===== config.mk =====
export PLATFORM = sky130hd
export DESIGN_NAME = add_seq_ctrl
export DESIGN_NICKNAME = d
export VERILOG_FILES = /design/src/rtl/add_pkg.sv /design/src/rtl/fa4_mbit.sv /design/src/rtl/add_seq_ctrl.sv
export SDC_FILE = /design/constraint.sdc
export NUM_CORES = 1
export LEC_CHECK = 0
export CAP_MARGIN = 20
export CORE_MARGIN = 2
export CORE_UTILIZATION = 51
export CTS_CLUSTER_DIAMETER = 40
export DETAILED_ROUTE_END_ITERATION = 6
export GPL_TIMING_DRIVEN = 0
export PLACE_DENSITY = 0.78
export SYNTH_ARGS = -nofsm -noshare
export SYNTH_HDL_FRONTEND = slang
export SYNTH_SLANG_ARGS = --single-unit
export TNS_END_PERCENT = 5

===== constraint.sdc =====
create_clock -name clk -period 3.8 [get_ports clk]
set_input_delay 1.14 -clock clk [delete_from_list [all_inputs] [get_ports clk]]
set_output_delay 1.14 -clock clk [all_outputs]
set_load 0.03 [all_outputs]

===== src/rtl/add_pkg.sv =====
// Shared constants for the nibble-serial adder sequencer: FSM codes and slice width.
package add_pkg;
    localparam int SLICE_W = 4;

    localparam logic [1:0] ST_IDLE = 2'd0;
    localparam logic [1:0] ST_RUN  = 2'd1;
    localparam logic [1:0] ST_DONE = 2'd2;
endpackage


===== src/rtl/fa4_mbit.sv =====
// 4-bit ripple-carry adder slice built from full-adder cells.
module fa4_mbit (
    output logic [3:0] s,
    output logic       co,
    input  logic [3:0] a,
    input  logic [3:0] b,
    input  logic       ci
);
    logic [4:0] c;

    always_comb begin
        c    = '0;
        s    = '0;
        c[0] = ci;
        for (int i = 0; i < 4; i++) begin
            s[i]     = a[i] ^ b[i] ^ c[i];
            c[i + 1] = (a[i] & b[i]) | (c[i] & (a[i] ^ b[i]));
        end
    end

    assign co = c[4];
endmodule


===== src/rtl/add_seq_ctrl.sv =====
// Sequencer that performs one WIDTH-bit addition by running a shared 4-bit
// slice once per cycle, least-significant nibble first, with a registered carry.
module add_seq_ctrl
    import add_pkg::*;
#(
    parameter int WIDTH = 16
) (
    input  logic             clk,
    input  logic             rst,
    input  logic             req_valid,
    output logic             req_ready,
    input  logic [WIDTH-1:0] a,
    input  logic [WIDTH-1:0] b,
    input  logic             ci,
    output logic             rsp_valid,
    input  logic             rsp_ready,
    output logic [WIDTH-1:0] s,
    output logic             co,
    output logic             busy
);
    localparam int NSLICE = WIDTH / SLICE_W;
    localparam int IDX_W  = (NSLICE > 1) ? $clog2(NSLICE) : 1;
    localparam logic [IDX_W-1:0] IDX_LAST = IDX_W'(NSLICE - 1);

    logic [1:0]         state;
    logic [IDX_W-1:0]   idx;
    logic [WIDTH-1:0]   a_r;
    logic [WIDTH-1:0]   b_r;
    logic               carry_r;

    logic [SLICE_W-1:0] a_nib;
    logic [SLICE_W-1:0] b_nib;
    logic [SLICE_W-1:0] sum4;
    logic               c_next;

    assign a_nib = a_r[SLICE_W*idx +: SLICE_W];
    assign b_nib = b_r[SLICE_W*idx +: SLICE_W];

    fa4_mbit u_slice (
        .s  (sum4),
        .co (c_next),
        .a  (a_nib),
        .b  (b_nib),
        .ci (carry_r)
    );

    // Outputs decode the state register only, so nothing combinational reaches them from inputs.
    assign req_ready = (state == ST_IDLE);
    assign rsp_valid = (state == ST_DONE);
    assign busy      = (state == ST_RUN) || (state == ST_DONE);

    always_ff @(posedge clk or posedge rst) begin
        if (rst) begin
            state   <= ST_IDLE;
            idx     <= '0;
            a_r     <= '0;
            b_r     <= '0;
            carry_r <= 1'b0;
            s       <= '0;
            co      <= 1'b0;
        end else begin
            case (state)
                ST_IDLE: begin
                    if (req_valid) begin
                        a_r     <= a;
                        b_r     <= b;
                        carry_r <= ci;
                        s       <= '0;
                        co      <= 1'b0;
                        idx     <= '0;
                        state   <= ST_RUN;
                    end
                end
                ST_RUN: begin
                    s[SLICE_W*idx +: SLICE_W] <= sum4;
                    carry_r                   <= c_next;
                    // idx holds at the last slice instead of wrapping.
                    if (idx == IDX_LAST) begin
                        co    <= c_next;
                        state <= ST_DONE;
                    end else begin
                        idx <= idx + 1'b1;
                    end
                end
                ST_DONE: begin
                    if (rsp_ready) begin
                        state <= ST_IDLE;
                    end
                end
                default: state <= ST_IDLE;
            endcase
        end
    end
endmodule


After elaboration in Yosys (flattened, before gate mapping)

Cells that the tools add are included.
W data, S select, Z words.

Add/sub/neg operators: 2
Equal/unequal tests: 7
Shift-type cells: 4
Mux-type cells: 15
Bitwise gates (word level): 20
Reduce and logical (&&, ||, !) cells: 8

Operators by type and width:

| kind                      | count |
|---|---|
| $neg A4 Y34               | 1 |
| $shift A4 B34 Y16 const A | 1 |
| $shiftx A4 B34 Y16        | 1 |
| $pmux W16 S2              | 1 |
| $shiftx A16 B5 Y4         | 2 |
| $bwmux W16                | 1 |
| $mux W16                  | 1 |
| $mux W2                   | 5 |
| $reduce_and A3 Y1         | 3 |
| $and A1 B1 Y1             | 8 |
| $xor A1 B1 Y1             | 8 |
| $pmux W2 S3               | 1 |
| $eq A2 B2 Y1 const B      | 2 |
| $ne A2 B1 Y1 const B      | 2 |
| $ne A2 B2 Y1 const B      | 2 |
| $or A1 B1 Y1              | 4 |
| $pmux W1 S2               | 2 |
| $pmux W2 S2               | 1 |
| $reduce_and A2 Y1         | 2 |
| $mux W1                   | 3 |
| $add A2 B1 Y2 const B     | 1 |
| $eq A2 B1 Y1 const B      | 1 |
| $logic_not A2 Y1          | 1 |
| $reduce_bool A2 Y1        | 1 |
| $logic_or A1 B1 Y1        | 1 |

Register bits: 54
Input port bits: 37
Output and inout port bits: 20
Word-level logic and storage cells: 63

Depth between registers and ports, before layout

Gate-level depths: netlist (run 1).

Depth after elaboration: 12
Gate-level depth with buffers: 9
Gate-level depth less buffers: 8

Modules after synthesis

A second synthesis (run 1) with hierarchy kept.

Cell total of the unflattened synthesis: 213
Area, all modules: 2,716.4 sq um

Modules (own cells, without submodules):

| module       | times used | cells each | area each (sq um) |
|---|---|---|---|
| add_seq_ctrl | 1          | 199        | 2,598.7 |
| fa4_mbit     | 1          | 14         | 117.6 |

Least setup slack after synthesis (run 1)

Ideal clock, no wire load.

Path type: register to register
Start point: reg idx[0]
End point: reg s[15]
Library setup time: 0.125 ns
Arrival time: 3.304 ns
Data required time: 3.675 ns
Path slack: 0.370 ns
Cell stages (with the launch flop): 9
Cells stage by stage: dfrtp_1 -> buf_2 -> mux4_2 -> fa_1 -> fa_1 -> fa_1 -> fa_1 -> and3_1 -> mux2_4

Longest elaborated chain between the ends: 12

RTL lines:

| item                                 | line                                   | text |
|---|---|---|
| from (decl)                          | add_seq_ctrl.sv:26                     | `logic [IDX_W-1:0] idx;` |
| from (signal assigned)               | add_seq_ctrl.sv:82                     | `idx <= idx + 1'b1;` |
| $shiftx A16 B5 Y4 (on tied branches) | add_seq_ctrl.sv:36, add_seq_ctrl.sv:37 |  |
| $xor A1 B1 Y1                        | fa4_mbit.sv:16, fa4_mbit.sv:17         |  |
| $and A1 B1 Y1                        | fa4_mbit.sv:17                         | `c[i + 1] = (a[i] & b[i]) \| (c[i] & (a[i] ^ b[i]));` |
| $or A1 B1 Y1                         | fa4_mbit.sv:17                         |  |
| $and A1 B1 Y1                        | fa4_mbit.sv:17                         |  |
| $or A1 B1 Y1                         | fa4_mbit.sv:17                         |  |
| $and A1 B1 Y1                        | fa4_mbit.sv:17                         |  |
| $or A1 B1 Y1                         | fa4_mbit.sv:17                         |  |
| $xor A1 B1 Y1                        | fa4_mbit.sv:16                         | `s[i] = a[i] ^ b[i] ^ c[i];` |
| $shiftx A4 B34 Y16                   | add_seq_ctrl.sv:75                     | `s[SLICE_W*idx +: SLICE_W] <= sum4;` |
| $bwmux W16 (*)                       | add_seq_ctrl.sv:75                     |  |
| $pmux W16 S2 (*)                     | add_seq_ctrl.sv:62                     | `case (state)` |
| to (signal, indexed assignment)      | add_seq_ctrl.sv:75                     |  |
| to (decl)                            | add_seq_ctrl.sv:17                     | `output logic [WIDTH-1:0] s,` |

Mark *: on every way between the ends. The rest lies on a longest branch, timed or not.
A chain may end at the register's enable or synchronous reset.

Final worst setup path (run 1)

Ends and elaborated chain as after synthesis.

==> results of run 1 <==
cells in the mapped netlist (2+ instances only):
library cell	n	share of area, %
clkbuf_1	3	0.42
nand3_1	2	0.37
dfrtp_1	54	51
mux2i_1	6	2.2
inv_1	11	1.5
mux2_4	7	3.9
fa_1	4	3.0
mux4_2	8	6.7
and3_1	4	0.94
o21ai_0	12	2.2
nor2b_1	3	0.70
nand4_1	4	0.94
a32o_1	2	0.75
mux2_2	33	14
nand2_1	9	1.3
nand2b_1	2	0.47
buf_2	4	0.75
a31oi_1	3	0.70
ha_1	8	3.7
o21a_4	2	1.1
nor2_1	3	0.42
per-stage QoR:
step | worst slack [ns] | hold slack, ns | cells | area [um2] | power (uW)
floorplan | 0.370 | 0.474 | 194 | 2670 | 1940
global placement | 0.0728 | 0.482 | 320 | 3320 | 2300
detailed placement | 0.0297 | 0.488 | 321 | 3340 | 2370
CTS | 0.0328 | 0.512 | 329 | 3440 | 2690
global route | 0.0638 | 0.528 | 329 | 3440 | 2870
finish | 0.180 | 0.510 | 329 | 3440 | 2680
sequential cells by signal, summed over array words and instances (netlist names):
name	flops
a_r	16
state	2
s	16
co	1
idx	2
carry_r	1
b_r	16
area by class of cell:
class,count,share of cell area [%]
flip-flops and latches,54,39.3
multi-input cells,121,36.0
repair buffers,57,16.9
well taps,70,2.55
clock buffers,6,2.40
plain buffers,8,1.31
inverters,11,1.20
clock inverters,2,0.364
per-layer routing:
metal  up-vias  GRT usage, %  wire length [um]
li1        822             -                 -
met1       866          23.6              2140
met2        55          33.3              2710
met3         8          4.50               242
met4         0          7.82                91
met5         -             0                 0
logic make-up after synthesis:
kind of cell | Yosys count | share of synthesized area (%)
AOI/OAI and AO/OA | 23 | 5.90
adders and majority gates | 12 | 6.74
buffers and inverters | 19 | 3.14
DFF | 54 | 50.5
muxes | 54 | 26.8
and+or+nand+nor | 32 | 6.88
layout by cell type (no fill, tap or decap):
| cell | instances |
|---|---|
| and3b_2 | 1 |
| mux4_2 | 8 |
| clkbuf_8 | 6 |
| a21oi_1 | 1 |
| clkinvlp_4 | 1 |
| clkdlybuf4s50_1 | 56 |
| o32ai_1 | 1 |
| dfrtp_1 | 53 |
| and3_1 | 4 |
| inv_2 | 1 |
| clkinv_2 | 1 |
| o211ai_1 | 1 |
| clkbuf_4 | 1 |
| or3_1 | 1 |
| a32o_1 | 2 |
| nand4bb_1 | 1 |
| ha_1 | 8 |
| nand3_1 | 2 |
| mux2_4 | 7 |
| clkbuf_1 | 3 |
| nand2_1 | 9 |
| buf_6 | 1 |
| o21a_1 | 1 |
| or2b_1 | 1 |
| mux2_2 | 33 |
| and4bb_2 | 1 |
| nor2b_1 | 3 |
| o21ai_0 | 12 |
| nand2b_1 | 2 |
| inv_1 | 10 |
| nor2_1 | 3 |
| fa_1 | 4 |
| buf_2 | 3 |
| dfrtp_2 | 1 |
| mux2i_1 | 6 |
| buf_12 | 1 |
| nand4_1 | 4 |
| o21a_4 | 2 |
| a31oi_1 | 3 |
report_power, final:
| part | internal, uW | switching [uW] | total, uW |
|---|---|---|---|
| logic | 708 | 739 | 1450 |
| clock network | 147 | 182 | 329 |
| registers | 787 | 118 | 905 |
worst paths after layout:
check	endpoint	slack, ns	cells past startpoint
worst max-delay path	s[15]$_DFFE_PP0P_	0.18	8
worst min register to register	b_r[12]$_DFFE_PP0P_	0.51	1
worst max register to register	s[15]$_DFFE_PP0P_	0.18	8
worst min-delay path	b_r[12]$_DFFE_PP0P_	0.51	1
min in group asynchronous	b_r[9]$_DFFE_PP0P_	1.15	2
max in group asynchronous	idx[0]$_DFFE_PP0P_	2.11	3
==> load_flow_metrics.sql, run 1 <==
INSERT INTO impl_metrics (metric_group, metric, value, unit) VALUES
('outcome', 'run_status', 'complete, no violations', ''),
('routing', 'detail-route-antenna-nets', '0', ''),
('die', 'core_area', '0.00507', 'mm2'),
('cells_and_area', 'area_growth', '28.7', '%'),
('timing', 'slew_headroom', '53.6', '%'),
('die', 'die_span_in_y', '76.4', 'um'),
('cells_and_area', 'final_core_utilization', '67.8', '%'),
('timing', 'finalWorstPathRequiredPeriod', '3.62', 'ns'),
('routing', 'drcViolationCount', '0', ''),
('clocking', 'cts_resized', '0', ''),
('clocking', 'cts.root.buffer_cell', 'clkbuf_8', ''),
('grt', 'grt_first_pass_wirelength', '8940', 'um'),
('grt', 'gr-usage-all-layers', '19.4', '%'),
('die', 'io_pins', '57', ''),
('yosys', 'yosysWarningCount', '0', ''),
('clocking', 'postCtsHoldBufs', '0', ''),
('routing', 'via_per_inst', '5.32', ''),
('clocking', 'post_cts_setup_buffer_count', '0', ''),
('clocking', 'cts_inserted_buffers', '5', ''),
('yosys', 'postSynthAreaPerCell', '13.8', 'um2'),
('clocking', 'tritoncts', 'yes', ''),
('die', 'die_area', '0.00584', 'mm2'),
('power_and_ir_drop', 'p_leak', '0.00145', 'uW'),
('yosys', 'synth-edff-count', '0', ''),
('clocking', 'insertion_delay', '0.30', 'ns'),
('yosys', 'ys_seq_elements', '54', ''),
('cells_and_area', 'layout-drive-gt1-share', '26.3', '%'),
('worst_setup_path', 'cp.required', '3.99', 'ns'),
('run', 'drv.max_cap_violation_count', '0', ''),
('routing', 'first_iter_violations', '106', ''),
('routing', 'wl_per_cell', '15.7', 'um'),
('worst_setup_path', 'cp.buffers_inverters', '1', ''),
('grt', 'first_global_vias', '1909', ''),
('clocking', 'clock_tree.htree_level_count', '2', ''),
('cells_and_area', 'finish.net_count', '307', ''),
('yosys', 'synth_sequential_area_ratio', '50.5', '%'),
('grt', 'grt_antenna_before_repair', '0', ''),
('timing', 'finalHoldViolCount', '0', ''),
('timing', 'setup_viol', '0', ''),
('routing', 'vias', '1751', ''),
('cells_and_area', 'ff_latch_area', '0.00135', 'mm2'),
('worst_hold_path', 'timing.hold.worst.class', 'reg -> reg', ''),
('worst_setup_path', 'crit_family', 'adder cells', ''),
('yosys', 'synth_area', '0.00267', 'mm2'),
('worst_setup_path', 'path_common_cell', 'fa_1', ''),
('timing', 'skew', '0.00418', 'ns'),
('clocking', 'cts.sinks', '54', ''),
('place', 'port-buffer-count', '56', ''),
('cells_and_area', 'diodes', '0', ''),
('grt', 'globalRouteOverflowTotal', '0', ''),
('die', 'floorplan.initialDensity', '52.7', '%'),
('worst_setup_path', 'critical_path_class', 'reg -> reg', ''),
('timing', 'rsz0062_at_grt', 'false', ''),
('yosys', 'ys.flop_type', 'dfrtp_1', ''),
('worst_setup_path', 'arrival', '3.81', 'ns'),
('worst_setup_path', 'nature_of_the_critical_path_endpoint', 'register', ''),
('die', 'cell_rows', '26', ''),
('timing', 'fmaxAchievable', '276', 'MHz'),
('place', 'place_congestion', '0.764', ''),
('place', 'dp.final_hpwl', '4020', 'um'),
('cells_and_area', 'multi_input_comb_area', '0.00124', 'mm2'),
('timing', 'setup_total_negative_slack', '0', 'ns'),
('routing', 'wl', '5180', 'um'),
('clocking', 'cts.clk_slew.worst_paths', '0.09', 'ns'),
('yosys', 'syn-instance-count', '194', ''),
('routing', 'drt_pass1_iterations', '4', ''),
('power_and_ir_drop', 'power-per-cell-area', '779', 'mW/mm2'),
('timing', 'worst-slew-pin-transition', '0.676', 'ns'),
('worst_setup_path', 'critical_path_peak_fanout', '10', ''),
('yosys', 'synth_fp_nets', '243', ''),
('cells_and_area', 'layout.filler_cells', '382', '');
Note: power is estimated with default switching activity, not from simulation.
==> run 2: changes to the inputs <==
--- a/config.mk
+++ b/config.mk
@@ -11,7 +11,9 @@
 export CTS_CLUSTER_DIAMETER = 40
 export DETAILED_ROUTE_END_ITERATION = 6
 export GPL_TIMING_DRIVEN = 0
+export MAX_ROUTING_LAYER = met4
 export PLACE_DENSITY = 0.78
+export SETUP_SLACK_MARGIN = 0.05
 export SYNTH_ARGS = -nofsm -noshare
 export SYNTH_HDL_FRONTEND = slang
 export SYNTH_SLANG_ARGS = --single-unit
==> run 2 against run 1 <==
  * Via count up 0.86%
  * First-iteration DRC count up 0.94%
  * Worst setup slack improved by 0.032 ns
  * Cell area stayed put
  * Count of clock-buffer cells in the layout unchanged
  * Routed wire length increased by 0.41%
  * Utilization did not move
  * Hold slack barely moved
  * Largest power group unchanged
==> load_flow_metrics.sql, run 2 (synthesized netlist as in run 1, its figures left out) <==
INSERT INTO impl_metrics (metric_group, metric, value, unit) VALUES
('clocking', 'cts.clk_slew.worst_paths', '0.09', 'ns'),
('worst_hold_path', 'whs_endpoint', 'b_r[12]$_DFFE_PP0P_', ''),
('power_and_ir_drop', 'p_leak', '0.00145', 'uW'),
('power_and_ir_drop', 'ir_worst_vdd', '0.537', 'mV'),
('cells_and_area', 'final_design_area_no_fill', '0.00344', 'mm2'),
('grt', 'grt_antenna_before_repair', '0', ''),
('routing', 'vias', '1766', ''),
('die', 'io_pins', '57', ''),
('clocking', 'insertion_delay', '0.30', 'ns'),
('run', 'drv.max_cap_violation_count', '0', ''),
('timing', 'fmaxAchievable', '279', 'MHz'),
('place', 'dp.final_hpwl', '4020', 'um'),
('cells_and_area', 'ff_latch_area', '0.00135', 'mm2'),
('worst_setup_path', 'worstReg2RegEnd', 's[15]$_DFFE_PP0P_', ''),
('timing', 'finalWorstPathRequiredPeriod', '3.59', 'ns'),
('timing', 'final_min_period_over_clock_period', '94.4', '%'),
('clocking', 'cts.root.buffer_cell', 'clkbuf_8', ''),
('worst_setup_path', 'cp.buffers_inverters', '1', ''),
('routing', 'wl_per_cell', '15.8', 'um'),
('cells_and_area', 'mostFrequentLayoutCells', 'clkdlybuf4s50_1 (56), dfrtp_1 (53), mux2_2 (33)', ''),
('routing', 'wl', '5200', 'um'),
('die', 'die_span_in_y', '76.4', 'um'),
('worst_setup_path', 'critical_path_class', 'reg -> reg', ''),
('worst_setup_path', 'critical_path.reg2reg.startpoint', 'idx[1]$_DFFE_PP0P_', ''),
('cells_and_area', 'most_common_cell_after_layout_fill_and_taps_aside', 'clkdlybuf4s50_1', ''),
('grt', 'grt_max_degree', '36', ''),
('cells_and_area', 'finish.net_count', '307', ''),
('clocking', 'cts.sinks', '54', ''),
('routing', 'drcViolationCount', '0', ''),
('outcome', 'run_status', 'complete, no violations', ''),
('worst_setup_path', 'crit_path_start_kind', 'register', ''),
('worst_hold_path', 'timing.hold.worst.class', 'reg -> reg', ''),
('worst_hold_path', 'timing.hold.worst_path_depth', '1', ''),
('cells_and_area', 'diodes', '0', ''),
('timing', 'setup_viol', '0', ''),
('worst_setup_path', 'path_common_cell', 'fa_1', ''),
('cells_and_area', 'layout.filler_cells', '382', ''),
('clocking', 'cts-root-to-sink-buffers', '2', ''),
('clocking', 'cts_inserted_buffers', '5', ''),
('worst_setup_path', 'cpMaxStageDelayCell', 'fa_1', ''),
('timing', 'rsz0062_at_grt', 'false', ''),
('cells_and_area', 'multi_input_comb_area', '0.00124', 'mm2'),
('place', 'port-buffer-count', '56', ''),
('worst_setup_path', 'arrival', '3.78', 'ns'),
('timing', 'maxSlewViolCount', '0', ''),
('worst_setup_path', 'r2r_setup_slack', '0.21', 'ns'),
('die', 'core_area', '0.00507', 'mm2'),
('cells_and_area', 'area_growth', '28.7', '%'),
('grt', 'globalRouteOverflowTotal', '0', ''),
('grt', 'gr-usage-all-layers', '20.0', '%'),
('worst_setup_path', 'cp.required', '3.99', 'ns'),
('worst_setup_path', 'rr_worst_depth', '8', ''),
('worst_setup_path', 'nature_of_the_critical_path_endpoint', 'register', ''),
('cells_and_area', 'reg.largest.list', 'a_r x16, b_r x16, s x16', ''),
('routing', 'drt_pass1_iterations', '4', ''),
('timing', 'setup_slack', '0.212', 'ns'),
('place', 'place_congestion', '0.774', ''),
('routing', 'via_per_inst', '5.37', ''),
('grt', 'first_global_vias', '1905', ''),
('timing', 'worst-slew-pin-transition', '0.720', 'ns'),
('timing', 'finalHoldViolCount', '0', ''),
('worst_setup_path', 'critical-path-max-stage-delay', '0.56', 'ns'),
('worst_setup_path', 'crit_chain', 'clkbuf_1 -> mux4_2 -> fa_1 -> fa_1 -> fa_1 -> fa_1 -> and3_1 -> mux2_4', ''),
('place', 'postPlaceCellArea', '0.00334', 'mm2'),
('place', 'detailedPlace.worstSlack', '0.0297', 'ns'),
('cells_and_area', 'layout-drive-gt1-share', '26.3', '%'),
('place', 'dpl.cell_count', '321', ''),
('clocking', 'postCtsHoldBufs', '0', ''),
('timing', 'skew', '0.00458', 'ns'),
('timing', 'hold_ws', '0.511', 'ns'),
('timing', 'slew_headroom', '50.6', '%'),
('die', 'die_area', '0.00584', 'mm2'),
('clocking', 'post_cts_setup_buffer_count', '0', ''),
('die', 'cell_rows', '26', ''),
('power_and_ir_drop', 'power-per-cell-area', '780', 'mW/mm2'),
('die', 'die_width', '76.4', 'um'),
('worst_setup_path', 'crit_family', 'adder cells', ''),
('grt', 'grt_first_pass_wirelength', '8940', 'um'),
('clocking', 'clock_tree.htree_level_count', '2', ''),
('cells_and_area', 'finish.cell_count_without_fillers', '329', ''),
('timing', 'setup_total_negative_slack', '0', 'ns'),
('die', 'floorplan.initialDensity', '52.7', '%'),
('routing', 'first_iter_violations', '107', ''),
('routing', 'detail-route-antenna-nets', '0', ''),
('worst_setup_path', 'critical_path_peak_fanout', '9', ''),
('clocking', 'tritoncts', 'yes', ''),
('worst_hold_path', 'hold_path_startpoint', 'b_r[12]$_DFFE_PP0P_', '');
run 2: worst max path at each step:
stage,startpoint,endpoint,depth (start not counted),slack (ns)
final,idx[1]$_DFFE_PP0P_,s[15]$_DFFE_PP0P_,8,0.21
after global placement,idx[0]$_DFFE_PP0P_,s[15]$_DFFE_PP0P_,8,0.07
after floorplan,idx[0]$_DFFE_PP0P_,s[15]$_DFFE_PP0P_,8,0.37
after global routing,idx[1]$_DFFE_PP0P_,s[15]$_DFFE_PP0P_,8,0.1
after detailed placement,idx[0]$_DFFE_PP0P_,s[15]$_DFFE_PP0P_,8,0.03
after CTS,idx[0]$_DFFE_PP0P_,s[15]$_DFFE_PP0P_,8,0.15
run 2: through the flow:
step / total power [uW] / utilization (%)
after floorplan: 1940 / -
after global placement: 2300 / 65.5
after detailed placement: 2370 / 65.9
after CTS: 2690 / 67.8
after global routing: 2870 / 67.8
final: 2680 / 67.8
run 2: routing by layer:
metal | routed length (um) | up-vias | global-route usage (%)
li1 | - | 821 | -
met1 | 2130 | 885 | 23.7
met2 | 2740 | 52 | 33.3
met3 | 241 | 8 | 4.50
met4 | 90 | 0 | 7.82
met5 | 0 | - | -
run 2: layout make-up:
| cell class | instances | share of cell area, % |
|---|---|---|
| buffer | 8 | 1.31 |
| clock buffer | 6 | 2.40 |
| clock inverter | 2 | 0.364 |
| inverter | 11 | 1.20 |
| multi-input combinational | 121 | 36.0 |
| sequential | 54 | 39.3 |
| tap | 70 | 2.55 |
| timing repair buffer | 57 | 16.9 |
run 2: what timing repair did:
item / 4_1_cts / 5_1_grt
gates resized for setup: 1 / 1
gates cloned: 0 / 0
setup endpoints to repair: 1 / 2
run 2: where the power goes:
part | total (uW) | leakage [uW] | switching, uW | internal, uW
registers | 905 | 0.000675 | 117 | 787
clock network | 330 | 0.0000472 | 183 | 147
logic | 1450 | 0.000732 | 741 | 709
==> run 3: changes to the inputs <==
--- a/config.mk
+++ b/config.mk
@@ -11,6 +11,7 @@
 export CTS_CLUSTER_DIAMETER = 40
 export DETAILED_ROUTE_END_ITERATION = 6
 export GPL_TIMING_DRIVEN = 0
+export HOLD_SLACK_MARGIN = 0.03
 export MAX_ROUTING_LAYER = met4
 export PLACE_DENSITY = 0.78
 export SETUP_SLACK_MARGIN = 0.05
==> results of run 3 <==
Final layout, timing and power as in run 2 (identical DEF).
